File: src/rtl/ring_counter_pkg.sv
// Shared constants and the home-value helper for the parametrised ring/Johnson counter.
package ring_counter_pkg;

    localparam logic MODE_RING    = 1'b0;
    localparam logic MODE_JOHNSON = 1'b1;
    localparam logic DIR_LEFT     = 1'b0;
    localparam logic DIR_RIGHT    = 1'b1;

    // Home is a single one in bit 0 for ring mode, all zeros for Johnson mode.
    function automatic logic [31:0] home_val(input logic mode, input int unsigned width);
        logic [31:0] mask;
        mask = (width >= 32) ? '1 : ((32'd1 << width) - 32'd1);
        return (mode == MODE_RING) ? (32'd1 & mask) : 32'd0;
    endfunction

endpackage

File: src/rtl/ring_state_check.sv
// Combinational legality check of a ring (one-hot) or Johnson (anchored run) pattern.
module ring_state_check
    import ring_counter_pkg::*;
#(
    parameter int unsigned WIDTH = 4
) (
    input  logic [WIDTH-1:0] count,
    input  logic             mode,
    output logic             valid
);

    logic [WIDTH-1:0] inv;

    // A run anchored at bit 0 is 2^k-1; one anchored at the MSB is the complement of that.
    always_comb begin
        inv = ~count;
        if (mode == MODE_RING) begin
            valid = (count != '0) && ((count & (count - WIDTH'(1))) == '0);
        end else begin
            valid = ((count & (count + WIDTH'(1))) == '0) ||
                    ((inv & (inv + WIDTH'(1))) == '0);
        end
    end

endmodule

File: src/rtl/ring_counter_param.sv
// Parametrised ring/Johnson counter with direction, enable, load and wrap pulse.
// Optional illegal-state correction enabled by RING_COUNTER_SELF_CORRECT_EN.
module ring_counter_param
    import ring_counter_pkg::*;
#(
    parameter int unsigned WIDTH = 4
) (
    input  logic             clk,
    input  logic             reset,
    input  logic             en,
    input  logic             dir,
    input  logic             mode,
    input  logic             ld,
    input  logic [WIDTH-1:0] ld_val,
    output logic [WIDTH-1:0] count,
    output logic             wrap,
    output logic             err
);

    logic [WIDTH-1:0] home_cur;
    logic [WIDTH-1:0] step_val;
    logic [WIDTH-1:0] count_d;
    logic             mode_q;
    logic             wrap_d;
    logic             valid;

    assign home_cur = WIDTH'(home_val(mode, WIDTH));

`ifdef RING_COUNTER_SELF_CORRECT_EN
    logic err_d;

    ring_state_check #(.WIDTH(WIDTH)) u_check (
        .count (count),
        .mode  (mode_q),
        .valid (valid)
    );
`else
    assign valid = 1'b1;
    assign err   = 1'b0;
`endif

    // Single step in the current mode and direction.
    always_comb begin
        step_val = count;
        if (mode_q == MODE_RING) begin
            if (dir == DIR_LEFT) step_val = {count[WIDTH-2:0], count[WIDTH-1]};
            else                 step_val = {count[0], count[WIDTH-1:1]};
        end else begin
            if (dir == DIR_LEFT) step_val = {count[WIDTH-2:0], ~count[WIDTH-1]};
            else                 step_val = {~count[0], count[WIDTH-1:1]};
        end
    end

    // Priority: mode change > load > enabled step (or correction) > hold.
    always_comb begin
        count_d = count;
        wrap_d  = 1'b0;
`ifdef RING_COUNTER_SELF_CORRECT_EN
        err_d   = 1'b0;
`endif
        if (mode_q != mode) begin
            count_d = home_cur;
        end else if (ld) begin
            count_d = ld_val;
        end else if (en) begin
            if (!valid) begin
                count_d = home_cur;
`ifdef RING_COUNTER_SELF_CORRECT_EN
                err_d   = 1'b1;
`endif
            end else begin
                count_d = step_val;
                wrap_d  = (step_val == home_cur);
            end
        end
    end

    always_ff @(posedge clk) begin
        if (reset) begin
            count  <= home_cur;
            mode_q <= mode;
            wrap   <= 1'b0;
`ifdef RING_COUNTER_SELF_CORRECT_EN
            err    <= 1'b0;
`endif
        end else begin
            count  <= count_d;
            mode_q <= mode;
            wrap   <= wrap_d;
`ifdef RING_COUNTER_SELF_CORRECT_EN
            err    <= err_d;
`endif
        end
    end

endmodule

File: config.mk
export PLATFORM = sky130hd
export DESIGN_NAME = ring_counter_param
export DESIGN_NICKNAME = d
export VERILOG_FILES = /design/src/rtl/ring_counter_pkg.sv /design/src/rtl/ring_state_check.sv /design/src/rtl/ring_counter_param.sv
export SDC_FILE = /design/constraint.sdc
export NUM_CORES = 1
export LEC_CHECK = 0
export CAP_MARGIN = 30
export CORE_AREA = 3 3 40 42
export CTS_BUF_LIST = sky130_fd_sc_hd__clkbuf_8
export DETAILED_ROUTE_END_ITERATION = 6
export DIE_AREA = 0 0 43 45
export RECOVER_POWER = 25
export SETUP_SLACK_MARGIN = 0.4
export SYNTH_ARGS = -nofsm -noshare
export SYNTH_HDL_FRONTEND = slang
export SYNTH_SLANG_ARGS = --single-unit
File: constraint.sdc
create_clock -name clk -period 1.4 [get_ports clk]
set_input_delay 0.21 -clock clk [delete_from_list [all_inputs] [get_ports clk]]
set_output_delay 0.21 -clock clk [all_outputs]
set_load 0.01 [all_outputs]
* After elaboration in Yosys (flattened, before gate mapping)
Cells that the tools add are included. W data, S select, Z words.
Cells by class: equal/unequal tests 2, multiplexer cells 8, bitwise operators 3, reduce and logical (&&, ||, !) cells 2
Operators by type and width (number):
- $mux W4 | 7
- $eq A4 B1 Y1 | 1
- $reduce_bool A4 Y1 | 1
- $reduce_or A4 Y1 | 1
- $not A1 Y1 | 3
- $mux W1 | 1
- $ne A1 B1 Y1 | 1
Storage, ports and cells: flip-flop bits (word level) 6, bits of input ports 10, output and inout port bits 6, logic and storage cells 18

* Longest topological paths before layout
depth in word-level cells 7, gate-level depth with buffers 5, mapped depth without buffers 4

* Least setup slack after synthesis
OpenSTA, ideal clock, no wires.
path kind register to register, start point register count[3], end point register wrap, arrival time 1462 ps, required time 1336 ps, slack -126 ps, stages on the path, launching flop included 5, path buffers 0, period minus slack after synthesis 1526 ps, path through edfxtp_1 mux2i_1 nand2_8 or4_1 nor2_1
On the way: longest elaborated chain between the ends 4, elaborated cells on any way between the ends 5
RTL lines:
- from (decl) | RTL line ring_counter_param.sv:15 | output logic [WIDTH-1:0] count,
- from (signal assigned) | RTL line ring_counter_param.sv:80 | count <= home_cur;
- from (signal assigned) | RTL line ring_counter_param.sv:87 | count <= count_d;
- $not A1 Y1 | RTL line ring_counter_param.sv:49 | if (dir == DIR_LEFT) step_val = {count[WIDTH-2:0], ~count[WIDTH-1]};
- $mux W4 | RTL line ring_counter_param.sv:49
- $mux W4 (*) | RTL line ring_counter_param.sv:45 | if (mode_q == MODE_RING) begin
- $eq A4 B1 Y1 (*) | RTL line ring_counter_param.sv:73 | wrap_d = (step_val == home_cur);
- to (signal assigned) | RTL line ring_counter_param.sv:89 | wrap <= wrap_d;
- to (decl) | RTL line ring_counter_param.sv:16 | output logic wrap,
Mark *: on every way between the ends. The rest lies on a longest branch, timed or not. A chain may end at the register's enable or synchronous reset.

* Worst setup path after layout
start point register count[1], end point register wrap
On the way: longest elaborated chain between the ends 3, elaborated cells on any way between the ends 4
RTL lines (RTL line):
- $mux W4 (on tied branches) | ring_counter_param.sv:46, ring_counter_param.sv:49
- $mux W4 (*) | ring_counter_param.sv:45
- $eq A4 B1 Y1 (*) | ring_counter_param.sv:73
Marked as above.

==> results.ini <==
[cts]
clockBufferDepth=2
clkLatencyLatePin_ns=0.23
cts_htree_levels=1
tritoncts_clock_tree=done
cts_root_buf=sky130_fd_sc_hd__clkbuf_8
cts_sinks=6
cts_inserted_buffers=3
hold_buffers=0
clock_pin_slew_on_the_worst_setup_and_hold_paths_ns=0.04

[synth]
synth_cell_type_count=21
postSynthCellCount=38
synth-edff-count=4
synthSimpleGateAreaFrac=0.239
synth.avg_cell_area_sq_um=10.0
synth_top_family_by_area=simple AND/OR/NAND/NOR gates
synth.area.top_cells=sky130_fd_sc_hd__edfxtp_1, sky130_fd_sc_hd__dfxtp_1, sky130_fd_sc_hd__mux2i_1
synth_top_area_cell=sky130_fd_sc_hd__edfxtp_1
synth.area.mux_share=0.105
synth_top_area_share=0.315
yosys_warnings=0
ys_seq_area_frac=0.420
synth-adder-area-share=0
syn_nets=48
synth.top_cells.by_count=sky130_fd_sc_hd__nor2_1, sky130_fd_sc_hd__edfxtp_1, sky130_fd_sc_hd__mux2i_1
yosys.area_share.xor_xnor=0.0689
synth.ff_latch_count=6
synth_compound_gate_area_share=0.0885
post_synth_instance_area_sq_um=382
synthFlopType=sky130_fd_sc_hd__edfxtp_1
async_reset_ff_frac=0
yosys.cell_count.top_type=sky130_fd_sc_hd__nor2_1

[critical_path]
ff2ff_setup_slack_ns=-0.08
critPathLaunchType=register
timing.critical_path.required_ns=1.56
max_stage_delay_ns=0.50
crit_start=count[1]
criticalPathCategory=reg2reg
worst-path-max-fanout=2
crit_slowest_cell=sky130_fd_sc_hd__or4_1
critical_path_arrival_ns=1.64
critPathCaptureType=register
rr_startpoint=count[1]
crit_chain=buf_6, mux2i_4, nand2_8, or4_1, nor2_1

[pwr]
power_frac_comb=0.304
reported_net_switching_power_mw=0.182
sw_frac_of_total=0.258
power_report.internal_total_mw=0.524
seqPwrFrac=0.312
power_mw=0.706
p_per_area_nw_per_um2=927
p_leak_nw=0.318
vdd_drop_max_v=0.000451
p_clk_frac=0.383

[global_route]
use_met2=0.180
grt_pass1_vias=369
pin_count_of_the_biggest_net_entering_global_routing=7
global_route.usage.met3=0.0279
grt.met1_usage=0.113
antenna_found_initial=0
grt-ovfl-total=0
gr-max-usage-layer=met2
grt_usage=0.115
grt_pass1_wl_um=1490

[floorplanning]
fp.dieH_um=45
die_area_sq_um=1940
top_level_ports=16
die_w_um=43
floorplan.core_area_sq_um=1280
floorplan.initialDensity=0.297
rows=13

[detailed_routing]
via_count=388
route.antenna.remaining_nets=0
detail_route.wirelength_um=1020
drt_drc_violations_left=0
iteration_0_drc_markers=9
first_drt_pass_iteration_count=3
detail_route.vias_per_cell=4.67
drt-wirelength-per-cell_um=12.3

[sta]
timing.clock.skew_ns=0.00482
finalHoldViolations=0
final.period_utilization=1.06
timing.final.max_slew_violations=0
fmax_ghz=0.677
post-route-worst-setup-slack_ns=-0.0771
grt_setup_unrepaired=yes
setup_tns_ns=-0.232
finalCriticalPeriod_ns=1.48
final_setup_viols=5

[placed_design]
place_inst=75
placed_cell_area_sq_um=619
place_congestion=0.795
portBuffers=14

[min_path]
hold_path.startpoint=mode
min-delay-path-class=in2reg

[flow_run]
maxCapViolations=0

[finish]
layout-drive-gt1-share=0.559
fin_area_sq_um=762
antenna_cells_inserted=0
layoutNonFillerInstCount=83
final_core_utilization=0.593
final_nets=79
flow.area_growth_from_synthesis_pct=99.7

[outcome]
failed_checks=setup timing
status=complete, but fails checks

-- logic make-up (layout without fill, tap and decap cells) --
group                     Yosys count  after routing
AOI/OAI and AO/OA                   5              5
xor gates and xnor gates            3              3
buffers and inverters               4             34
DFF                                 6              6
muxes                               4              4
other                               1              1
and+or+nand+nor                    15             15
-- area by class of cell --
cell class,instances,area (sq um)
Fill cell,116,523
Multi-Input combinational cell,28,275
Timing Repair Buffer,29,258
Sequential cell,6,161
Clock buffer,3,41.3
Tap cell,15,18.8
Clock inverter,1,3.75
Inverter,1,3.75
-- flip-flops by register name, indices dropped and copies added (netlist names) --
register,cells
count,4
mode_q,1
wrap,1
-- per-layer routing --
metal  up-vias  share of wire
li1        187              -
met1       182           0.35
met2        15           0.53
met3         4          0.061
met4         0          0.054
met5         -              0
-- critical path, delay by kind of cell (launching register included) --
| family | cells | cell delay, ns |
|---|---|---|
| buffers and inverters | 1 | 0.14 |
| flip-flops | 1 | 0.41 |
| multiplexers | 1 | 0.21 |
| AND/OR/NAND/NOR | 3 | 0.65 |
-- stage by stage --
step | worst slack, ns | hold slack [ns]
after floorplan | -0.0261 | 0.238
after global placement | -0.412 | 0.688
after detailed placement | -0.440 | 0.690
after CTS | -0.0979 | 0.386
after global routing | -0.154 | 0.479
final | -0.0771 | 0.454
-- final timing paths --
check / to / cells after the start
min reg2reg: count[0] / 2
max reg2reg: wrap / 5
max: wrap / 5
min: mode_q / 2
-- power by group through the flow --
stage / clock [mW] / combinational, mW / sequential (mW)
after floorplan: 0 / 0.0711 / 0.225
after global placement: 0 / 0.166 / 0.220
after detailed placement: 0 / 0.166 / 0.220
after CTS: 0.273 / 0.188 / 0.218
after global routing: 0.285 / 0.228 / 0.223
final: 0.271 / 0.215 / 0.220
-- cells in the final DEF, fill, tap and decap left out, types with 2 or more instances in the layout --
master / count
sky130_fd_sc_hd__a21oi_2: 2
sky130_fd_sc_hd__buf_2: 2
sky130_fd_sc_hd__buf_4: 9
sky130_fd_sc_hd__buf_6: 7
sky130_fd_sc_hd__clkbuf_8: 3
sky130_fd_sc_hd__clkdlybuf4s50_1: 7
sky130_fd_sc_hd__dlygate4sd2_1: 2
sky130_fd_sc_hd__edfxtp_1: 4
sky130_fd_sc_hd__inv_1: 2
sky130_fd_sc_hd__mux2i_4: 2
sky130_fd_sc_hd__nand2_1: 2
sky130_fd_sc_hd__nor2_1: 4
sky130_fd_sc_hd__nor2_2: 2
sky130_fd_sc_hd__or3_4: 2
-- repair_timing --
action / 4_1_cts / 5_1_grt
setup buffers: 3 / 1
pin swaps: 4 / 5
gates resized for setup: 31 / 10
gates cloned: 0 / 0
setup endpoints to repair: 14 / 13
No activity file was read; power rests on OpenSTA's default activity.
